==> config.mk <==
export PLATFORM = sky130hd
export DESIGN_NAME = ro_freq_meter_flat
export DESIGN_NICKNAME = d
export VERILOG_FILES = /design/src/rtl/ro_freq_meter_pkg.sv /design/src/rtl/ro_freq_meter_if.sv /design/src/rtl/ro_freq_meter_sync.sv /design/src/rtl/ro_freq_meter.sv /design/src/flat_wrapper.sv
export SDC_FILE = /design/constraint.sdc
export NUM_CORES = 1
export LEC_CHECK = 0
export CORE_MARGIN = 2
export CORE_UTILIZATION = 45
export CTS_CLUSTER_DIAMETER = 40
export DETAILED_ROUTE_END_ITERATION = 16
export PLACE_DENSITY = 0.67
export RECOVER_POWER = 25
export SLEW_MARGIN = 10
export SYNTH_ARGS = -nofsm -noshare
export SYNTH_HDL_FRONTEND = slang
export SYNTH_SLANG_ARGS = --single-unit
==> constraint.sdc <==
create_clock -name clk -period 5.5 [get_ports clk]
set_input_delay 0.55 -clock clk [delete_from_list [all_inputs] [get_ports clk]]
set_output_delay 0.55 -clock clk [all_outputs]
set_load 0.03 [all_outputs]
==> src/rtl/ro_freq_meter_pkg.sv <==
// Shared definitions for the ring-oscillator frequency meter:
// FSM state encoding and the default sizing constants.
package ro_pkg;

    localparam int CNT_W_DEF  = 24;
    localparam int WIN_W_DEF  = 16;
    localparam int SETTLE_DEF = 16;

    typedef enum logic [1:0] {
        ST_IDLE    = 2'd0,
        ST_SETTLE  = 2'd1,
        ST_MEASURE = 2'd2,
        ST_DONE    = 2'd3
    } state_t;

endpackage

==> src/rtl/ro_freq_meter_if.sv <==
// Control/result bundle between a measurement requester (master)
// and the frequency meter (slave).
interface ro_freq_meter_if
    import ro_pkg::*;
#(
    parameter int CNT_W = CNT_W_DEF,
    parameter int WIN_W = WIN_W_DEF
);
    logic             start;
    logic             abort;
    logic [WIN_W-1:0] window_cycles;
    logic             ro_en;
    logic             busy;
    logic             done;
    logic [CNT_W-1:0] count;
    logic             overflow;

    modport master (
        output start, abort, window_cycles,
        input  ro_en, busy, done, count, overflow
    );

    modport slave (
        input  start, abort, window_cycles,
        output ro_en, busy, done, count, overflow
    );
endinterface

==> src/rtl/ro_freq_meter_sync.sv <==
// Two-flop synchronizer bringing the free-running oscillator output
// into the clk domain. Both flops are kept so that tools do not merge
// or retime them away.
module ro_sync (
    input  logic clk,
    input  logic rst_n,
    input  logic d,
    output logic q
);
    (* keep = "true" *) logic meta;
    (* keep = "true" *) logic sync;

    // First flop may go metastable; second gives it a full cycle to resolve.
    always_ff @(posedge clk or negedge rst_n) begin
        if (!rst_n) begin
            meta <= 1'b0;
            sync <= 1'b0;
        end else begin
            meta <= d;
            sync <= meta;
        end
    end

    assign q = sync;
endmodule

==> src/rtl/ro_freq_meter.sv <==
// Ring-oscillator frequency meter: enables the oscillator, lets it settle
// for SETTLE cycles, then counts synchronized rising edges of ro_q over a
// window of window_cycles clk cycles and publishes the result.
// Build option: define RO_FREQ_METER_SAT_EN to saturate the edge counter
// at full scale; otherwise it wraps. Either way overflow sticks for the window.
module ro_freq_meter
    import ro_pkg::*;
#(
    parameter int CNT_W  = CNT_W_DEF,
    parameter int WIN_W  = WIN_W_DEF,
    parameter int SETTLE = SETTLE_DEF
) (
    input  logic             clk,
    input  logic             rst_n,
    input  logic             ro_q,
    ro_freq_meter_if.slave   bus
);
    logic             sync_q;
    logic             prev_q;
    logic             edge_hit;

    state_t           state, state_nxt;
    logic [WIN_W-1:0] timer, timer_nxt;
    logic [WIN_W-1:0] win_lat, win_lat_nxt;
    logic [CNT_W-1:0] work, work_nxt, work_inc;
    logic             work_ovf, work_ovf_nxt, inc_ovf;
    logic [CNT_W-1:0] count_nxt;
    logic             ovf_nxt;
    logic             ro_en_nxt, busy_nxt, done_nxt;

    ro_sync u_sync (
        .clk   (clk),
        .rst_n (rst_n),
        .d     (ro_q),
        .q     (sync_q)
    );

    // Remember the previous synchronized level for rising-edge detection.
    always_ff @(posedge clk or negedge rst_n) begin
        if (!rst_n) prev_q <= 1'b0;
        else        prev_q <= sync_q;
    end

    assign edge_hit = sync_q & ~prev_q;

`ifdef RO_FREQ_METER_SAT_EN
    // Saturating increment: an edge arriving at full scale only flags overflow.
    always_comb begin
        work_inc = work;
        inc_ovf  = 1'b0;
        if (edge_hit) begin
            if (&work) inc_ovf  = 1'b1;
            else       work_inc = work + 1'b1;
        end
    end
`else
    // Wrapping increment: rolling over from full scale flags overflow.
    always_comb begin
        work_inc = work;
        inc_ovf  = 1'b0;
        if (edge_hit) begin
            work_inc = work + 1'b1;
            inc_ovf  = &work;
        end
    end
`endif

    // Next-state and datapath decisions; abort beats everything while busy.
    always_comb begin
        state_nxt    = state;
        timer_nxt    = timer;
        win_lat_nxt  = win_lat;
        work_nxt     = work;
        work_ovf_nxt = work_ovf;
        count_nxt    = bus.count;
        ovf_nxt      = bus.overflow;
        done_nxt     = 1'b0;
        case (state)
            ST_IDLE, ST_DONE: begin
                if (bus.start) begin
                    state_nxt    = ST_SETTLE;
                    win_lat_nxt  = bus.window_cycles;
                    timer_nxt    = WIN_W'(SETTLE - 1);
                    work_nxt     = '0;
                    work_ovf_nxt = 1'b0;
                end
            end
            ST_SETTLE: begin
                if (bus.abort) begin
                    state_nxt = ST_IDLE;
                end else if (timer == '0) begin
                    if (win_lat == '0) begin
                        state_nxt = ST_DONE;
                        done_nxt  = 1'b1;
                        count_nxt = work;
                        ovf_nxt   = work_ovf;
                    end else begin
                        state_nxt = ST_MEASURE;
                        timer_nxt = win_lat - 1'b1;
                    end
                end else begin
                    timer_nxt = timer - 1'b1;
                end
            end
            ST_MEASURE: begin
                if (bus.abort) begin
                    state_nxt = ST_IDLE;
                end else begin
                    work_nxt     = work_inc;
                    work_ovf_nxt = work_ovf | inc_ovf;
                    if (timer == '0) begin
                        state_nxt = ST_DONE;
                        done_nxt  = 1'b1;
                        count_nxt = work_inc;
                        ovf_nxt   = work_ovf | inc_ovf;
                    end else begin
                        timer_nxt = timer - 1'b1;
                    end
                end
            end
            default: state_nxt = ST_IDLE;
        endcase
        ro_en_nxt = (state_nxt == ST_SETTLE) || (state_nxt == ST_MEASURE);
        busy_nxt  = ro_en_nxt;
    end

    // FSM state register.
    always_ff @(posedge clk or negedge rst_n) begin
        if (!rst_n) state <= ST_IDLE;
        else        state <= state_nxt;
    end

    // Working registers and registered outputs.
    always_ff @(posedge clk or negedge rst_n) begin
        if (!rst_n) begin
            timer        <= '0;
            win_lat      <= '0;
            work         <= '0;
            work_ovf     <= 1'b0;
            bus.count    <= '0;
            bus.overflow <= 1'b0;
            bus.ro_en    <= 1'b0;
            bus.busy     <= 1'b0;
            bus.done     <= 1'b0;
        end else begin
            timer        <= timer_nxt;
            win_lat      <= win_lat_nxt;
            work         <= work_nxt;
            work_ovf     <= work_ovf_nxt;
            bus.count    <= count_nxt;
            bus.overflow <= ovf_nxt;
            bus.ro_en    <= ro_en_nxt;
            bus.busy     <= busy_nxt;
            bus.done     <= done_nxt;
        end
    end
endmodule
==> src/flat_wrapper.sv <==
// flat-port wrapper written by rule: the top's interface ports become plain ports
module ro_freq_meter_flat import ro_pkg::*;
#(
    parameter int CNT_W  = CNT_W_DEF,
    parameter int WIN_W  = WIN_W_DEF,
    parameter int SETTLE = SETTLE_DEF
)
  (clk, rst_n, ro_q, bus_start, bus_abort, bus_window_cycles, bus_ro_en, bus_busy, bus_done, bus_count, bus_overflow);
  ro_freq_meter_if #(.CNT_W(CNT_W), .WIN_W(WIN_W)) bus_i ();
  input  logic clk;
  input  logic rst_n;
  input  logic ro_q;
  input wire logic [$bits(bus_i.start)-1:0] bus_start;
  input wire logic [$bits(bus_i.abort)-1:0] bus_abort;
  input wire logic [$bits(bus_i.window_cycles)-1:0] bus_window_cycles;
  output wire logic [$bits(bus_i.ro_en)-1:0] bus_ro_en;
  output wire logic [$bits(bus_i.busy)-1:0] bus_busy;
  output wire logic [$bits(bus_i.done)-1:0] bus_done;
  output wire logic [$bits(bus_i.count)-1:0] bus_count;
  output wire logic [$bits(bus_i.overflow)-1:0] bus_overflow;
  assign bus_i.start = bus_start;
  assign bus_i.abort = bus_abort;
  assign bus_i.window_cycles = bus_window_cycles;
  assign bus_ro_en = bus_i.ro_en;
  assign bus_busy = bus_i.busy;
  assign bus_done = bus_i.done;
  assign bus_count = bus_i.count;
  assign bus_overflow = bus_i.overflow;
  ro_freq_meter #(.CNT_W(CNT_W), .WIN_W(WIN_W), .SETTLE(SETTLE)) u_core (.clk(clk), .rst_n(rst_n), .ro_q(ro_q), .bus(bus_i));
endmodule
==> results.ini, run 1 <==
[critical_path]
path_common_cell = a21o_1
path_delay_family = compound AO/OA/AOI/OAI gates
cp.buffers_inverters = 1
max_stage_delay_ps = 560
path_max_fanout = 22
setup.worst_path.end_class = flip-flop
path_class = reg2reg
crit_slowest_cell = ha_1
r2r-start = u_core.state[0]
cp-startpoint = u_core.state[0]
crit_required_ps = 5760
crit_chain = inv_1 > ha_1 > nor2b_1 > a21o_1 > a221o_1 > a21o_1 > nor2_2 > a22o_1
worstPathArrival_ps = 3210
start_kind = flip-flop

[sta]
fin_skew_ps = 9.71
hold_ws_ps = 362
maxSlewHeadroom = -0.0375
setup_viol_count_final = 0
fin_crit_sh = 0.536
fmax_mhz = 339
worst_pin_slew_ps = 1560
rsz0062_at_grt = no
fin_tns_setup_ps = 0
drv_slew = 65
hold_viol = 0
period_minus_slack_ps = 2950

[floorplanning]
die_w_um = 110
coreArea_sq_mm = 0.0109
initial_core_util = 0.463
num_rows = 38
die_h_um = 110
die-area_sq_mm = 0.0121
io_pins = 49

[synth]
yosys_warnings = 0
synth-edff-count = 0
syn_avg_cell_area_sq_um = 9.03
postSynth.asyncResetShare = 1.00
ys.flop_type = dfrtp_1
netlist_instances = 558
synth-seq-cells = 89
synth_area_sq_mm = 0.00504
synth_nets = 586
netlist_top_cells_area = dfrtp_1 44%, o21ai_0 6.3%, nand2_1 6.3%, xor2_1 3.8%, mux2_2 3.6%
synth_top_area_cell = dfrtp_1
synth_top_area_share = 0.442
synth_cell_types = 57
ys_seq_area_frac = 0.442

[grt]
grt_first_pass_wirelength_um = 19100
grt_antenna_before_repair = 0
grt_usage = 0.205
grt_max_degree = 65
grt_pass1_vias = 3938
overflow = 0

[cells_and_area]
insertedDiodeCount = 0
drive_gt1_frac = 0.0795
final_nets = 614
syn_to_final_growth_pct = 14.7
finalInstanceArea_sq_mm = 0.00578

[route]
vias = 4152
drc = 0
drt_first_iter_violations = 311
dr.pass1.iters = 5
ant_nets = 0
wire_per_inst_um = 15.7
viasPerCell = 5.68
wirelength_um = 11400

[clock_network]
clkLatencyLatePin_ps = 380
cts_tree = built
hold_buffers = 0
cts_htree_levels = 3
post_cts_resized = 0
clk_path_buf_depth = 2
path_clk_slew_ps = 90
cts_root_buffer = clkbuf_8
cts_setup_buffers = 0
cts.sinks = 89
cts_buffers = 9

[min_path]
hold_class = reg2reg
hold_path_startpoint = u_core.u_sync.meta

[run_status]
violations = max-capacitance violations, max-slew violations
status = finished with violations

[place]
gp_congestion = 0.850
port_buffers = 48
place_area_sq_mm = 0.00558
dp_hpwl_um = 7930

[pwr]
peakVddDrop_mv = 0.332
p_per_area_mw_per_mm2 = 351
p_leak_nw = 2.26

[job]
drv_cap = 1

## flip-flops by register name (all words and copies together), names as in the netlist
register             cells
u_core.bus.count        24
u_core.work             24
u_core.timer            16
u_core.win_lat          16
u_core.state             2
u_core.bus.done          1
u_core.bus.overflow      1
u_core.bus.ro_en         1
u_core.prev_q            1
u_core.u_sync.meta       1
u_core.u_sync.q          1
u_core.work_ovf          1
## cell usage after synthesis, types with 11 or more instances
cell	number
mux2_2	16
nand2_1	84
mux2i_1	11
xor2_1	22
xnor2_1	17
a21oi_1	11
a22o_1	14
nor3_1	25
nand3_1	20
nor2_1	35
clkbuf_1	21
dfrtp_1	89
inv_1	12
o21ai_0	63
## per-layer routing
| metal | vias up | wire [um] | global-route usage |
|---|---|---|---|
| met5 | - | 0 | 0 |
| met1 | 1995 | 5400 | 0.282 |
| li1 | 2036 | - | - |
| met3 | 14 | 495 | 0.0350 |
| met2 | 107 | 5350 | 0.316 |
| met4 | 0 | 200 | 0.0895 |
## layout make-up
type | count | area (sq um)
inverter | 13 | 48.8
clock buffer | 11 | 151
multi-input combinational | 422 | 2630
timing repair buffer | 51 | 494
clock inverter | 5 | 53.8
sequential | 89 | 2230
fill | 1023 | 5110
tap | 140 | 175
## through the flow
step	power (W)	setup slack, ps	util	std cells
floorplan	0.00137	3260	-	558
global placement	0.00154	2750	0.513	715
detailed placement	0.00156	2630	0.513	715
CTS	0.00204	2610	0.531	731
finish	0.00203	2550	0.531	731
global route	0.00215	2190	0.531	731
## layout by cell type (no fill, tap or decap), drive strengths merged, types with 14 or more instances in the layout
cell and count:
dfrtp 89, nand2 84, o21ai 67, clkdlybuf4s50 46
nor2 36, nor3 26, xor2 22, nand3 20
xnor2 17, mux2 16, a22o 14, nor4 14
## worst reg2reg max path, stage by stage, from the launching register on
cell     delay (ps)
dfrtp_1         400
inv_1            60
ha_1            560
nor2b_1         280
a21o_1          360
a221o_1         180
a21o_1          530
nor2_2          210
a22o_1          250
## path summary, 6_finish.rpt
| kind | cells past startpoint | endpoint | slack (ps) |
|---|---|---|---|
| worst min-delay path | 0 | u_core.u_sync.q | 360 |
| min in group asynchronous | 1 | u_core.work[15] | 470 |
| max in group asynchronous | 2 | u_core.state[1] | 2830 |
| worst max-delay path | 8 | u_core.timer[4] | 2550 |
| worst max register to register | 8 | u_core.timer[4] | 2550 |
| worst min register to register | 0 | u_core.u_sync.q | 360 |
## cells by family (layout without fill, tap and decap cells)
kind of cell               after synthesis  after routing  synth area share
and+or+nand+nor                        220            220             0.215
buffers and inverters                   47             80            0.0395
muxes                                   27             27            0.0576
xor gates and xnor gates                39             39            0.0678
AOI/OAI and AO/OA                      129            129             0.161
DFF                                     89             89             0.442
adders and majority gates                7              7            0.0174
## power breakdown
| group | switching [W] | leakage [nW] | total [W] | internal [W] |
|---|---|---|---|---|
| registers | 0.000121 | 1.18 | 0.000867 | 0.000746 |
| clock network | 0.000239 | 0.109 | 0.000472 | 0.000233 |
| logic | 0.000419 | 0.968 | 0.000689 | 0.000270 |
| total | 0.000779 | 2.26 | 0.00203 | 0.00125 |
Power figures use the tool's default switching activity.
==> run 2, diff against run 1 <==
Clock period 5.5 ns to 3 ns, I/O delays scaled along.
==> results.ini, run 2 (same netlist as run 1, synthesis figures left out) <==
[grt]
grt_usage = 0.204  ; was 0.205
overflow = 0  ; unchanged
grt_pass1_vias = 3976  ; was 3,938
grt_antenna_before_repair = 0  ; unchanged
grt_first_pass_wirelength_um = 19300  ; was 19,100 um
grt_max_degree = 50  ; was 65

[cells_and_area]
syn_to_final_growth_pct = 16.6  ; was 14.7%
drive_gt1_frac = 0.101  ; was 0.0795
reg_top3 = u_core.bus.count: 24 flops, u_core.work: 24 flops  ; unchanged
final_nets = 628  ; was 614
final_cell_mix = 89 x dfrtp_1, 84 x nand2_1, 63 x o21ai_0  ; unchanged
fill_cells = 998  ; was 1,023
insertedDiodeCount = 0  ; unchanged
final_common_cell = dfrtp_1  ; unchanged

[critical_path]
worstPathArrival_ps = 2750  ; was 3210 ps
r2r-start = u_core.win_lat[2]  ; was u_core.state[0]
path_max_fanout = 22  ; unchanged
path_class = reg2reg  ; unchanged
setup.worst_path.end_class = flip-flop  ; unchanged
start_kind = flip-flop  ; unchanged
r2r_cells = 6  ; was 8
crit_required_ps = 3240  ; was 5760 ps
r2r_slack_ps = 490  ; was 2550 ps
reg2reg_to = u_core.timer[4]  ; unchanged

[clock_network]
cts_tree = built  ; unchanged
clkLatencyLatePin_ps = 360  ; was 380 ps
cts_buffers = 9  ; unchanged
path_clk_slew_ps = 80  ; was 90 ps
clk_path_buf_depth = 2  ; unchanged
cts.sinks = 89  ; unchanged
cts_setup_buffers = 0  ; unchanged
cts_root_buffer = clkbuf_8  ; unchanged
cts_htree_levels = 3  ; unchanged

[min_path]
min_to = u_core.u_sync.q  ; unchanged
holdPathStages = 0  ; unchanged
hold_path_startpoint = u_core.u_sync.meta  ; unchanged
hold_class = reg2reg  ; unchanged

[sta]
maxSlewHeadroom = 0.157  ; was -0.0375
setup_viol_count_final = 0  ; unchanged
fmax_mhz = 399  ; was 339 MHz
period_minus_slack_ps = 2510  ; was 2950 ps
fin_tns_setup_ps = 0  ; unchanged
hold_viol = 0  ; unchanged
hold_ws_ps = 363  ; was 362 ps
fin_skew_ps = 12.9  ; was 9.71 ps
worst_pin_slew_ps = 1260  ; was 1560 ps
drv_slew = 0  ; was 65
rsz0062_at_grt = no  ; unchanged
fin_crit_sh = 0.836  ; was 0.536

[route]
wire_per_inst_um = 15.5  ; was 15.7 um
drt_first_iter_violations = 339  ; was 311
ant_nets = 0  ; unchanged
wirelength_um = 11600  ; was 11,400 um
wl_met1_um = 5510  ; was 5400 um
drc = 0  ; unchanged
vias = 4221  ; was 4,152
routed.top_layer = met4  ; unchanged
wl_met3_um = 543  ; was 495 um
wl_met2_um = 5350  ; about the same
dr.pass1.iters = 5  ; unchanged
viasPerCell = 5.67  ; was 5.68

[floorplanning]
initial_core_util = 0.463  ; unchanged
num_rows = 38  ; unchanged
die_h_um = 110  ; unchanged
io_pins = 49  ; unchanged
coreArea_sq_mm = 0.0109  ; unchanged
die_w_um = 110  ; unchanged
die-area_sq_mm = 0.0121  ; unchanged

[pwr]
p_per_area_mw_per_mm2 = 635  ; was 351 mW/mm^2
peakVddDrop_mv = 0.422  ; was 0.332 mV
p_leak_nw = 2.31  ; was 2.26 nW
total_power_w = 0.00374  ; was 0.00203 W

[run_status]
status = completed  ; was finished with violations

[place]
gp_congestion = 0.843  ; was 0.850
port_buffers = 48  ; unchanged
dp_hpwl_um = 8200  ; was 7930 um

[job]
drv_cap = 0  ; was 1

[run 2: changes by cell type in the layout (fill, tap and decap cells not counted)]
| cell | change |
|---|---|
| buf_4 | +13 |
| a21o_1 | -1 |
| a21o_2 | +1 |
| clkbuf_1 | -1 |
| clkbuf_2 | +1 |
| clkbuf_8 | -1 |
| clkinv_2 | -1 |
| clkinvlp_4 | +1 |
| dlygate4sd3_1 | +1 |
[run 2: where the power goes]
group / total (W) / switching, W / internal (W)
clock network: 0.000830 / 0.000428 / 0.000402
logic: 0.00132 / 0.000779 / 0.000538
registers: 0.00159 / 0.000222 / 0.00137
total: 0.00374 / 0.00143 / 0.00231
[run 2: timing repair]
item                                    4_1_cts  5_1_grt
hold buffers                                  1        0
endpoints found under the hold margin        47        0
resized for setup                             0        1
endpoints found under the setup margin        0        1
[run 2: critical path, stage by stage, from the launching register on]
cell and delay (ps):
dfrtp_1 470, nor4_4 450, nand4_1 230, nor3_2 380
a21o_2 460, nor2_2 160, a22o_1 240
[run 2: layer usage]
layer,track usage,up-vias
li1,-,2069
met1,0.286,2004
met2,0.316,131
met3,0.0385,17
met4,0.0651,0
met5,0,-
[run 2: final cells by class]
class / count / area [sq um] / area share
clock buffer: 10 / 138 / 0.0234
clock inverter: 5 / 56.3 / 0.00958
inverter: 13 / 48.8 / 0.00830
multi-input combinational: 422 / 2630 / 0.448
sequential: 89 / 2230 / 0.379
tap: 140 / 175 / 0.0298
timing repair buffer: 65 / 603 / 0.103
[run 2: metrics by stage]
step	cells	utilization	area (sq um)	setup slack, ps
2_1_floorplan	558	-	5040	757
3_3_place_gp	728	0.522	5680	387
3_5_place_dp	728	0.522	5680	264
4_1_cts	744	0.540	5880	265
5_1_grt	744	0.540	5880	266
6_report	744	0.540	5880	493
[run 2: worst max-delay path by stage]
stage / from / to / slack, ps
after global routing: u_core.win_lat[2] / u_core.timer[4] / 270
final: u_core.win_lat[2] / u_core.timer[4] / 490
after floorplan: u_core.timer[0] / u_core.timer[11] / 760
after detailed placement: u_core.win_lat[2] / u_core.timer[4] / 260
after global placement: u_core.win_lat[2] / u_core.timer[4] / 390
after CTS: u_core.win_lat[2] / u_core.timer[4] / 270
==> run 3, diff against run 2 <==
Clock period 3 ns to 2.53 ns, I/O delays scaled along.
==> results.ini, run 3 (same netlist as run 1, synthesis figures left out) <==
[min_path]
hold_class = reg2reg  ; unchanged
holdPathStages = 0  ; unchanged
hold_path_startpoint = u_core.u_sync.meta  ; unchanged
min_to = u_core.u_sync.q  ; unchanged

[critical_path]
r2r_slack_ps = 120  ; was 490 ps
crit_required_ps = 2770  ; was 3240 ps
setup.worst_path.end_class = flip-flop  ; unchanged
path_class = reg2reg  ; unchanged
reg2reg_to = u_core.timer[11]  ; was u_core.timer[4]
crit_chain = inv_1 > ha_1 > nor4b_1 > and4_1 > a221o_1 > a21o_1 > buf_4 > a31o_1 > a22o_1  ; was nor4_4 > nand4_1 > nor3_2 > a21o_2 > nor2_2 > a22o_1
max_stage_delay_ps = 400  ; was 470 ps
worstPathArrival_ps = 2660  ; was 2750 ps
start_kind = flip-flop  ; unchanged
path_max_fanout = 20  ; was 22
r2r_cells = 9  ; was 6
crit_slowest_cell = dfrtp_1  ; unchanged
r2r-start = u_core.timer[0]  ; was u_core.win_lat[2]

[sta]
fin_tns_setup_ps = 0  ; unchanged
period_minus_slack_ps = 2410  ; was 2510 ps
drv_slew = 0  ; unchanged
fin_skew_ps = 10.0  ; was 12.9 ps
setup_viol_count_final = 0  ; unchanged
fin_crit_sh = 0.954  ; was 0.836
hold_viol = 0  ; unchanged
hold_ws_ps = 357  ; was 363 ps
maxSlewHeadroom = 0.423  ; was 0.157
fmax_mhz = 414  ; was 399 MHz
worst_pin_slew_ps = 866  ; was 1260 ps
rsz0062_at_grt = no  ; unchanged

[floorplanning]
io_pins = 49  ; unchanged
initial_core_util = 0.463  ; unchanged
coreArea_sq_mm = 0.0109  ; unchanged
num_rows = 38  ; unchanged
die_w_um = 110  ; unchanged
die_h_um = 110  ; unchanged
die-area_sq_mm = 0.0121  ; unchanged

[pwr]
p_leak_nw = 2.35  ; was 2.31 nW
p_sw_w = 0.00171  ; was 0.00143 W
netSwitchingFraction = 0.375  ; was 0.382
p_comb_frac = 0.354  ; was 0.353
p_seq_frac = 0.414  ; was 0.425
p_per_area_mw_per_mm2 = 767  ; was 635 mW/mm^2
total_power_w = 0.00456  ; was 0.00374 W
peakVddDrop_mv = 0.601  ; was 0.422 mV
internal_power_w = 0.00285  ; was 0.00231 W
clkPwrFrac = 0.232  ; was 0.222

[grt]
grt_pass1_vias = 3966  ; was 3,976
grt_max_degree = 56  ; was 50
grt_first_pass_wirelength_um = 19500  ; was 19,300 um
overflow = 0  ; unchanged
grt_usage = 0.208  ; was 0.204
grt_antenna_before_repair = 0  ; unchanged

[clock_network]
cts_buffers = 9  ; unchanged
clkLatencyLatePin_ps = 360  ; about the same
cts_tree = built  ; unchanged
cts.sinks = 89  ; unchanged
cts_htree_levels = 3  ; unchanged
path_clk_slew_ps = 90  ; was 80 ps
clk_path_buf_depth = 2  ; unchanged
cts_setup_buffers = 0  ; unchanged
cts_root_buffer = clkbuf_8  ; unchanged

[route]
viasPerCell = 5.64  ; was 5.67
drt_first_iter_violations = 285  ; was 339
wirelength_um = 11500  ; was 11,600 um
dr.pass1.iters = 6  ; was 5
vias = 4233  ; was 4,221
ant_nets = 0  ; unchanged
wire_per_inst_um = 15.3  ; was 15.5 um
drc = 0  ; unchanged

[cells_and_area]
finalInstanceArea_sq_mm = 0.00595  ; was 0.00588 sq mm
final_cell_mix = 89 x dfrtp_1, 84 x nand2_1, 63 x o21ai_0  ; unchanged
regArea_sq_mm = 0.00223  ; unchanged
syn_to_final_growth_pct = 18.0  ; was 16.6%
reg_top3 = u_core.bus.count: 24 flops, u_core.work: 24 flops  ; unchanged
drive_gt1_frac = 0.108  ; was 0.101
multi_input_area_sq_mm = 0.00264  ; was 0.00263 sq mm
fill_cells = 992  ; was 998
final_common_cell = dfrtp_1  ; unchanged
postLayoutCoreUtil = 0.546  ; was 0.540
insertedDiodeCount = 0  ; unchanged
final_nets = 634  ; was 628

[run_status]
status = completed  ; unchanged

[place]
place_area_sq_mm = 0.00574  ; was 0.00568 sq mm
gp_congestion = 0.872  ; was 0.843
dp_hpwl_um = 8190  ; was 8200 um
port_buffers = 48  ; unchanged

[job]
drv_cap = 0  ; unchanged

==> run 3: layer usage <==
layer / vias to the layer above / part of all wire / GRT usage
met5: - / 0 / 0
met2: 134 / 0.45 / 0.320
met4: 0 / 0.011 / 0.0687
li1: 2077 / - / -
met3: 11 / 0.050 / 0.0279
met1: 2011 / 0.49 / 0.302
==> run 3: stage by stage <==
step / instances / worst slack (ps)
after CTS: 751 / 99.0
after floorplan: 558 / 287
after global routing: 751 / 12.9
final: 751 / 116
after global placement: 734 / 198
after detailed placement: 734 / 119
==> run 3: worst max path at each step <==
stage                                from               end  depth (start not counted)
final                     u_core.timer[0]  u_core.timer[11]                          9
after global routing      u_core.timer[0]  u_core.timer[12]                          9
after CTS                 u_core.timer[0]   u_core.timer[4]                          9
after detailed placement  u_core.timer[0]   u_core.timer[4]                          9
after global placement    u_core.timer[0]   u_core.timer[4]                          9
after floorplan           u_core.timer[0]  u_core.timer[11]                         10
==> run 3: layout make-up <==
| cell class | count | area share |
|---|---|---|
| Tap cell | 140 | 0.0295 |
| Timing Repair Buffer | 71 | 0.109 |
| Sequential cell | 89 | 0.375 |
| Multi-Input combinational cell | 422 | 0.443 |
| Clock inverter | 6 | 0.0139 |
| Inverter | 13 | 0.00821 |
| Clock buffer | 10 | 0.0215 |
==> run 3: worst max-delay path, delay by kind of cell (launching register included) <==
kind	cells	cell delay (ps)
AOI/OAI and AO/OA	4	920
DFF	1	400
buffers and inverters	2	290
adders and majority gates	1	240
and+or+nand+nor	2	450
==> run 3: power by group through the flow <==
stage	clock network, W	logic [W]	registers, W
5_1_grt	0.00115	0.00178	0.00193
3_5_place_dp	0	0.00161	0.00191
2_1_floorplan	0	0.00112	0.00186
4_1_cts	0.00109	0.00161	0.00188
3_3_place_gp	0	0.00159	0.00190
6_report	0.00106	0.00162	0.00189
==> run 3: what timing repair did <==
| action | 4_1_cts | 5_1_grt |
|---|---|---|
| hold buffers | 1 | 0 |
| gates resized for setup | 0 | 1 |
| hold endpoints to repair | 34 | 0 |
| setup endpoints to repair | 0 | 8 |
